$ cat src/rtl/booth_pkg.sv
// Shared types and sizing helpers for the radix-4 Booth multiplier.
// Build option: define BOOTH4_MULT_EARLY_TERM_EN to enable early termination.
package booth_pkg;

  typedef enum logic [1:0] {
    S_IDLE    = 2'd0,
    S_COMPUTE = 2'd1,
    S_HOLD    = 2'd2
  } state_e;

  typedef enum logic [2:0] {
    ZERO = 3'd0,
    P1   = 3'd1,
    P2   = 3'd2,
    M1   = 3'd3,
    M2   = 3'd4
  } booth_digit_e;

  // Number of radix-4 digits covering a WIDTH+2 bit extended multiplier.
  function automatic int unsigned calc_n(input int unsigned width);
    return width / 2 + 1;
  endfunction

endpackage

$ cat src/rtl/booth4_recode.sv
// Radix-4 Booth recoder: 3-bit multiplier window -> digit and selected addend.
module booth4_recode
  import booth_pkg::*;
#(
  parameter int unsigned WIDTH = 32
) (
  input  logic [2:0]       window_i,
  input  logic [WIDTH+1:0] a_i,
  output booth_digit_e     digit_c,
  output logic [WIDTH+2:0] addend_c
);

  logic [WIDTH+2:0] a_sx;

  // Decode the window and form 0, +-A or +-2A at accumulator width.
  always_comb begin
    a_sx     = {a_i[WIDTH+1], a_i};
    digit_c  = ZERO;
    addend_c = '0;
    unique case (window_i)
      3'b001, 3'b010: digit_c = P1;
      3'b011:         digit_c = P2;
      3'b100:         digit_c = M2;
      3'b101, 3'b110: digit_c = M1;
      default:        digit_c = ZERO;
    endcase
    unique case (digit_c)
      P1:      addend_c = a_sx;
      P2:      addend_c = a_sx << 1;
      M1:      addend_c = -a_sx;
      M2:      addend_c = -(a_sx << 1);
      default: addend_c = '0;
    endcase
  end

endmodule

$ cat src/rtl/booth4_mult.sv
// Sequential radix-4 Booth multiplier, signed/unsigned, valid/ready/yumi handshake.
// Build option: BOOTH4_MULT_EARLY_TERM_EN finishes as soon as the remaining
// multiplier bits can only produce zero digits.
module booth4_mult
  import booth_pkg::*;
#(
  parameter int unsigned WIDTH = 32
) (
  input  logic               clk_i,
  input  logic               reset_n_i,
  input  logic               v_i,
  output logic               ready_o,
  input  logic [WIDTH-1:0]   a_i,
  input  logic [WIDTH-1:0]   b_i,
  input  logic               signed_i,
  output logic               v_o,
  input  logic               yumi_i,
  output logic [2*WIDTH-1:0] data_o
);

  localparam int unsigned N     = calc_n(WIDTH);
  localparam int unsigned CNT_W = $clog2(N + 1);
  localparam int unsigned EXT_W = WIDTH + 2;
  localparam int unsigned ACC_W = WIDTH + 3;
  // Layout: {accumulator, multiplier/low product bits, Booth overlap bit}.
  localparam int unsigned REG_W = ACC_W + EXT_W + 1;

  state_e             state_q, state_d;
  logic [CNT_W-1:0]   cnt_q, cnt_d;
  logic [REG_W-1:0]   prod_q, prod_d;
  logic [EXT_W-1:0]   a_q, a_d;

  logic               accept;
  logic               last_step;
  logic [EXT_W-1:0]   a_ext, b_ext;
  booth_digit_e       digit;
  logic [ACC_W-1:0]   addend;
  logic [ACC_W-1:0]   acc_sum;
  logic [REG_W-1:0]   stepped;

  assign ready_o   = (state_q == S_IDLE) || ((state_q == S_HOLD) && yumi_i);
  assign v_o       = (state_q == S_HOLD);
  assign data_o    = prod_q[2*WIDTH:1];
  assign accept    = v_i && ready_o;
  assign last_step = (cnt_q == CNT_W'(N - 1));
  assign a_ext     = {{2{signed_i & a_i[WIDTH-1]}}, a_i};
  assign b_ext     = {{2{signed_i & b_i[WIDTH-1]}}, b_i};

  booth4_recode #(.WIDTH(WIDTH)) u_recode (
    .window_i (prod_q[2:0]),
    .a_i      (a_q),
    .digit_c  (digit),
    .addend_c (addend)
  );

  // One Booth step: add the selected addend, then shift the whole register by 2.
  always_comb begin
    acc_sum = prod_q[REG_W-1 -: ACC_W];
    if (digit != ZERO) acc_sum = prod_q[REG_W-1 -: ACC_W] + addend;
    stepped = REG_W'($signed({acc_sum, prod_q[EXT_W:0]}) >>> 2);
  end

`ifdef BOOTH4_MULT_EARLY_TERM_EN
  int unsigned      step_j;
  logic [EXT_W:0]   rem_mask;
  logic [EXT_W:0]   rem_bits;
  logic             early_done;
  logic [REG_W-1:0] early_val;

  // Remaining windows are all zero digits when leftover bits plus overlap are uniform.
  always_comb begin
    step_j     = 32'(cnt_q) + 32'd1;
    rem_mask   = {(EXT_W + 1){1'b1}} >> (2 * step_j);
    rem_bits   = stepped[EXT_W:0];
    early_done = ((rem_bits & rem_mask) == '0) || ((rem_bits | ~rem_mask) == '1);
    early_val  = REG_W'($signed(stepped) >>> (2 * (N - step_j)));
  end
`endif

  // Next-state, counter and datapath register update.
  always_comb begin
    state_d = state_q;
    cnt_d   = cnt_q;
    prod_d  = prod_q;
    a_d     = a_q;
    unique case (state_q)
      S_IDLE, S_HOLD: begin
        if (accept) begin
          a_d     = a_ext;
          prod_d  = {ACC_W'(0), b_ext, 1'b0};
          cnt_d   = '0;
          state_d = S_COMPUTE;
        end else if ((state_q == S_HOLD) && yumi_i) begin
          state_d = S_IDLE;
        end
      end
      S_COMPUTE: begin
        cnt_d  = cnt_q + CNT_W'(1);
        prod_d = stepped;
        if (last_step) state_d = S_HOLD;
`ifdef BOOTH4_MULT_EARLY_TERM_EN
        if (early_done) begin
          prod_d  = early_val;
          state_d = S_HOLD;
        end
`endif
      end
      default: state_d = S_IDLE;
    endcase
  end

  // State and datapath registers; reset clears any in-flight product.
  always_ff @(posedge clk_i or negedge reset_n_i) begin
    if (!reset_n_i) begin
      state_q <= S_IDLE;
      cnt_q   <= '0;
      prod_q  <= '0;
      a_q     <= '0;
    end else begin
      state_q <= state_d;
      cnt_q   <= cnt_d;
      prod_q  <= prod_d;
      a_q     <= a_d;
    end
  end

endmodule

$ cat config.mk
export PLATFORM = sky130hd
export DESIGN_NAME = booth4_mult
export DESIGN_NICKNAME = d
export VERILOG_FILES = /design/src/rtl/booth_pkg.sv /design/src/rtl/booth4_recode.sv /design/src/rtl/booth4_mult.sv
export SDC_FILE = /design/constraint.sdc
export NUM_CORES = 1
export LEC_CHECK = 0
export CORE_MARGIN = 4
export CORE_UTILIZATION = 45
export CTS_BUF_LIST = sky130_fd_sc_hd__clkbuf_4 sky130_fd_sc_hd__clkbuf_8 sky130_fd_sc_hd__clkbuf_16
export DETAILED_ROUTE_END_ITERATION = 7
export PLACE_DENSITY = 0.67
export SYNTH_ARGS = -nofsm -noshare
export SYNTH_HDL_FRONTEND = slang
export SYNTH_SLANG_ARGS = --single-unit
$ cat constraint.sdc
create_clock -name clk_i -period 6.3 [get_ports clk_i]
set_input_delay 1.26 -clock clk_i [delete_from_list [all_inputs] [get_ports clk_i]]
set_output_delay 1.26 -clock clk_i [all_outputs]
set_load 0.01 [all_outputs]
==> results.toml, run 1 <==
[detailed_routing]
drt-initial-drc-count = 637
ant_nets = 0
via_count = 8532
drt-vias-per-instance = 5.68
wl_per_cell_um = 16.9
drcViolationCount = 0
firstDrtPassIters = 5
wl_mm = 25.4

[sta]
fin_skew_ns = 0.00898
setup_violations = 0
maxSlewHeadroom = 0.336
max_freq_ghz = 0.187
max_slew.worst_pin.slew_ns = 0.993
slew_violations = 0
hold_viol = 0
period_minus_slack_ns = 5.34
grt_setup_unrepaired = "false"
fin_crit_sh = 0.848
finalSetupTns_ns = 0

[outcome]
run_status = "complete, no violations"

[critical_path]
crit_start = "a_q[0]$_DFFE_PN0P_"
critPathMaxFanout = 7
cp.arrival_ns = 5.61
crit_end = "prod_q[57]$_DFFE_PN0P_"
reg2reg_from = "a_q[0]$_DFFE_PN0P_"
rrSetupSlack_ns = 0.96
start_kind = "flip-flop"
crit_type = "reg2reg"
crit_required_ns = 6.57
end_kind = "flip-flop"
r2r-end = "prod_q[57]$_DFFE_PN0P_"
r2r_cells = 21

[floorplan]
io_pins = 135
core.rowCount = 51
dieArea_um2 = 22500
fp.dieH_um = 150
initial_core_util = 0.462
fp.dieW_um = 150
core_um2 = 19700

[cts]
cts_hold_buf = 0
clock_latency_ns = 0.36
cts.sinks = 108
cts_setup_buffers = 0
path_clk_slew_ns = 0.08
htreeDepth = 3
cts_resized = 0
cts_buffer_depth = 2
numCtsBuffers = 9
cts_tree = "done"
cts.root.buffer_cell = "clkbuf_16"

[logic_synthesis]
synth-main-ff-cell = "dfrtp_1"
syn_area_um2 = 9080
synth_area_per_cell_um2 = 7.43
synth-edff-count = 0
synthSimpleGateAreaFrac = 0.227
synth_top_family_by_area = "compound AO/OA/AOI/OAI gates"
synth_seq_cells = 108
synthCells = 1222
synthMuxAreaShare = 0.0165
yosysSeqAreaShare = 0.298
yosysUniqueCellTypes = 68
synth_compound_gate_area_share = 0.233
synth_xor_area_frac = 0.0724
synthAdderAreaFrac = 0.0532
syn_nets = 1329
synth_warnings = 0
async_reset_ff_frac = 1.00

[cells_and_area]
area_growth_pct = 13.6
antennaDiodeCount = 0
utilization = 0.525
fillers = 1988
fin_nets = 1340
drive_gt1_frac = 0.0436

[grt]
grt_pass1_vias = 8007
antenna_found_initial = 0
grt.overflow.total = 0
track_usage = 0.222
grt_pass1_wl_mm = 40.7
grt_max_degree = 98

[placed_design]
place_hpwl_mm = 17.9
gp_congestion = 0.947
portBuffers = 134

[hold_path]
hold_class = "reg2reg"

[flow_run]
maxCapViolCount = 0
==> cell type report <==
class                   instances  area [um^2]  share of cell area
flip-flops and latches        108         2710               0.263
inverters                      17         63.8             0.00619
clock buffers                  10          233              0.0226
multi-input cells             949         5480               0.532
repair buffers                148         1440               0.140
clock inverters                 6         48.8             0.00473
well taps                     265          332              0.0322
==> cells in the mapped netlist (all sizes together) (9+ instances only) <==
| cell | instances | share of area |
|---|---|---|
| xor2 | 32 | 0.031 |
| or3 | 10 | 0.0081 |
| xnor2 | 43 | 0.041 |
| a31oi | 50 | 0.034 |
| nor2b | 17 | 0.012 |
| a21oi | 107 | 0.059 |
| o21ai | 88 | 0.049 |
| a211oi | 9 | 0.0074 |
| dfrtp | 108 | 0.30 |
| a22oi | 13 | 0.011 |
| nand2b | 13 | 0.0090 |
| nor2 | 101 | 0.042 |
| nand2 | 262 | 0.11 |
| a221oi | 15 | 0.014 |
| nand3 | 27 | 0.015 |
| ha | 37 | 0.051 |
| a21o | 15 | 0.012 |
| inv | 17 | 0.0070 |
| clkbuf | 66 | 0.031 |
| nor3 | 9 | 0.0050 |
| buf | 82 | 0.062 |
| mux2i | 15 | 0.017 |
==> worst min path at each step <==
stage	start	depth (start not counted)	end
final	cnt_q[4]$_DFFE_PN0P_	2	cnt_q[4]$_DFFE_PN0P_
after global routing	prod_q[65]$_DFFE_PN0P_	1	prod_q[65]$_DFFE_PN0P_
after CTS	cnt_q[2]$_DFFE_PN0P_	1	cnt_q[2]$_DFFE_PN0P_
after detailed placement	prod_q[65]$_DFFE_PN0P_	1	prod_q[65]$_DFFE_PN0P_
after global placement	cnt_q[4]$_DFFE_PN0P_	2	cnt_q[4]$_DFFE_PN0P_
after floorplan	cnt_q[4]$_DFFE_PN0P_	2	cnt_q[4]$_DFFE_PN0P_
==> critical path: stages, from the launching register on <==
cell and delay, ns:
dfrtp_1 0.41, inv_1 0.10, ha_1 0.20, nor3b_1 0.51, nand2_1 0.30, nor2_1 0.25
nand2_1 0.12, xnor2_1 0.16, nor2_1 0.06, a211oi_1 0.23, a21o_1 0.12, a21oi_1 0.07
ha_1 0.42, nand4_1 0.13, or3_1 0.32, a21oi_1 0.11, or3_1 0.17, a31oi_1 0.17
o21ai_0 0.41, a21oi_1 0.15, or4b_2 0.62, a41oi_1 0.22
==> per-layer routing <==
metal	GRT usage	up-vias	wire length (um)
li1	-	4214	-
met1	0.306	4019	11300
met2	0.363	258	12200
met3	0.0270	41	1230
met4	0.0746	0	627
met5	0	-	0
==> sequential cells by signal, summed over array words and instances (netlist names) <==
signal / count
a_q: 33
cnt_q: 5
prod_q: 68
state_q: 2
==> placed cells by master (no fill, tap or decap), drive strengths merged, types with 4 or more instances in the layout <==
master	n
clkdlybuf4s50	133
nand2	262
xnor2	43
clkbuf	10
nor2b	17
o31ai	5
a31oi	50
nor3	9
o21ai	88
nor2	101
buf	15
a211oi	9
a22oi	13
mux2i	15
inv	19
o21a	8
xor2	32
a21oi	107
a221oi	15
o21bai	4
a21o	15
and3	8
ha	37
or4	5
or3	10
nand2b	13
o22ai	8
dfrtp	108
or2	4
nand4	5
nand3	27
==> per-stage QoR <==
stage | area [um^2] | instances | worst slack, ns | hold WS [ns]
floorplan | 9080 | 1222 | 1.66 | 0.483
global placement | 10000 | 1487 | 1.23 | 0.503
detailed placement | 10000 | 1487 | 1.05 | 0.535
CTS | 10300 | 1503 | 1.02 | 0.549
global route | 10300 | 1503 | 0.507 | 0.575
finish | 10300 | 1503 | 0.959 | 0.551
==> cell families after synthesis <==
family / Yosys count
compound gates: 349
xor+xnor: 75
fa+ha+maj: 38
buf+inv: 165
flops: 108
mux: 15
simple gates: 472
Power of run 1 is left out: the tool's default activity adds up to more than one toggle a clock period on the data nets, which glitch-free logic cannot reach.
==> inputs of run 2 (changes only) <==
PLACE_DENSITY = 0.7   (was 0.67)
clock period = 4.4 ns   (was 6.3 ns; I/O delays follow)
==> run 2 against run 1 <==
Critical endpoint is now prod_q[68]$_DFFE_PN0P_; cell count grew 9.0%; largest cell class unchanged; wire length grew 9.2%; the run now ends with setup timing left; critical path type unchanged; die area is the same.
==> results.toml, run 2 (synthesized netlist as in run 1, its figures left out) <==
[floorplan]
core.rowCount = 51
core_um2 = 19700
fp.dieH_um = 150
initial_core_util = 0.462
fp.dieW_um = 150
dieArea_um2 = 22500
io_pins = 135

[placed_design]
post-place-ws_ns = -0.278
portBuffers = 134
placed_area_um2 = 11000
gp_congestion = 0.928
place_hpwl_mm = 20.1

[critical_path]
cpLargestDelayFamily = "simple AND/OR/NAND/NOR gates"
crit_slowest_cell = "or4_4"
cp_num_buf_inv = 2
end_kind = "flip-flop"
critPathMaxStageDelay_ns = 0.55
start_kind = "flip-flop"
crit_type = "reg2reg"
critPathMaxFanout = 6
crit_required_ns = 4.70
cp.arrival_ns = 5.03
crit_chain = "or4_4, or4_4, or3_4, or3_4, buf_4, xor2_2, a31oi_1, o21ai_1, ha_2, buf_6, nand2_2, o31a_1, o31a_1, o21ai_2, mux2i_1, mux2i_1"

[cts]
clock_latency_ns = 0.37
cts_hold_buf = 0
htreeDepth = 3
cts_tree = "done"
numCtsBuffers = 9
cts_buffer_depth = 2
path_clk_slew_ns = 0.08
cts.root.buffer_cell = "clkbuf_16"
cts.sinks = 108

[grt]
track_usage = 0.242
grt.overflow.total = 0
antenna_found_initial = 0
grt_pass1_wl_mm = 44.4
grt_pass1_vias = 8953
grt_max_degree = 70

[detailed_routing]
via_count = 9135
drt-vias-per-instance = 5.57
wl_per_cell_um = 16.9
drcViolationCount = 0
ant_nets = 0
firstDrtPassIters = 5
drt-initial-drc-count = 578
wl_mm = 27.7

[sta]
maxSlewHeadroom = 0.460
setup_violations = 10
max_slew.worst_pin.slew_ns = 0.809
hold_viol = 0
grt_setup_unrepaired = "true"
slew_violations = 0
fin_crit_sh = 1.08
final.setup.worst_slack_ns = -0.332
max_freq_ghz = 0.211
period_minus_slack_ns = 4.73
fin_skew_ns = 0.0137

[flow_run]
maxCapViolCount = 0

[cells_and_area]
area_growth_pct = 29.0
antennaDiodeCount = 0
reg_top3 = "prod_q: 68 flops, a_q: 33 flops, cnt_q: 5 flops"
drive_gt1_frac = 0.176
final_cell_mix = "nand2_1 (258), buf_4 (145), clkdlybuf4s50_1 (133), dfrtp_1 (105), nor2_1 (99)"
fin_nets = 1476
final_common_cell = "nand2_1"
stdcell_area_um2 = 11700
largest_reg_flops = 68
largest_register = "prod_q"

[hold_path]
hold_class = "reg2reg"

[outcome]
failed_checks = "setup timing"
run_status = "finished with violations"
run 2: cell types whose count changed in the layout (fill, tap and decap cells not counted), sizes merged:
| cell | change |
|---|---|
| buf | +136 |
| clkbuf | -1 |
| clkinv | -1 |
| inv | +2 |
run 2: routing by layer:
metal  GRT usage  part of all wire
met1       0.314              0.43
met2       0.418              0.51
met3      0.0351             0.046
met4      0.0741             0.021
met5           0                 0
run 2: worst register-to-register path, cell delays in order (launching register included):
cell and delay, ns:
dfrtp_1 0.38, or4_4 0.56, or4_4 0.45, or3_4 0.40
or3_4 0.36, buf_4 0.15, xor2_2 0.15, a31oi_1 0.19
o21ai_1 0.11, ha_2 0.35, buf_6 0.13, nand2_2 0.10
o31a_1 0.33, o31a_1 0.32, o21ai_2 0.16, mux2i_1 0.30
mux2i_1 0.21
run 2: area by class of cell:
class	count	area, um^2
Sequential cell	108	2710
Inverter	17	63.8
Clock inverter	7	66.3
Tap cell	265	332
Timing Repair Buffer	284	2500
Fill cell	1813	7950
Clock buffer	9	225
Multi-Input combinational cell	949	5820
run 2: repair_timing:
item                                    4_1_cts  5_1_grt
endpoints found under the setup margin       12       16
hold endpoints to repair                      0        0
buffers inserted                             11        6
pin swaps                                    34       24
gates cloned                                  0        0
gates resized for setup                      34       42
run 2: final timing paths:
kind	to	slack, ns	cells past startpoint	start
setup / recovery	prod_q[68]$_DFFE_PN0P_	-0.33	16	a_q[10]$_DFFE_PN0P_
max in group asynchronous	prod_q[1]$_DFFE_PN0P_	3.02	2	reset_n_i
min in group asynchronous	a_q[16]$_DFFE_PN0P_	0.61	1	reset_n_i
setup reg to reg	prod_q[68]$_DFFE_PN0P_	-0.33	16	a_q[10]$_DFFE_PN0P_
hold / removal	cnt_q[4]$_DFFE_PN0P_	0.54	2	cnt_q[4]$_DFFE_PN0P_
hold reg to reg	cnt_q[4]$_DFFE_PN0P_	0.54	2	cnt_q[4]$_DFFE_PN0P_
run 2: metrics by stage:
stage | std cells | utilization | hold slack [ns] | TNS (ns)
after floorplan | 1222 | - | 0.483 | -0.426
after global placement | 1606 | 0.557 | 0.507 | -1.04
after detailed placement | 1606 | 0.557 | 0.525 | -1.61
after CTS | 1633 | 0.584 | 0.548 | -0.899
after global routing | 1639 | 0.596 | 0.591 | -3.40
final | 1639 | 0.596 | 0.544 | -1.54
Power of run 2 is left out for the same reason.
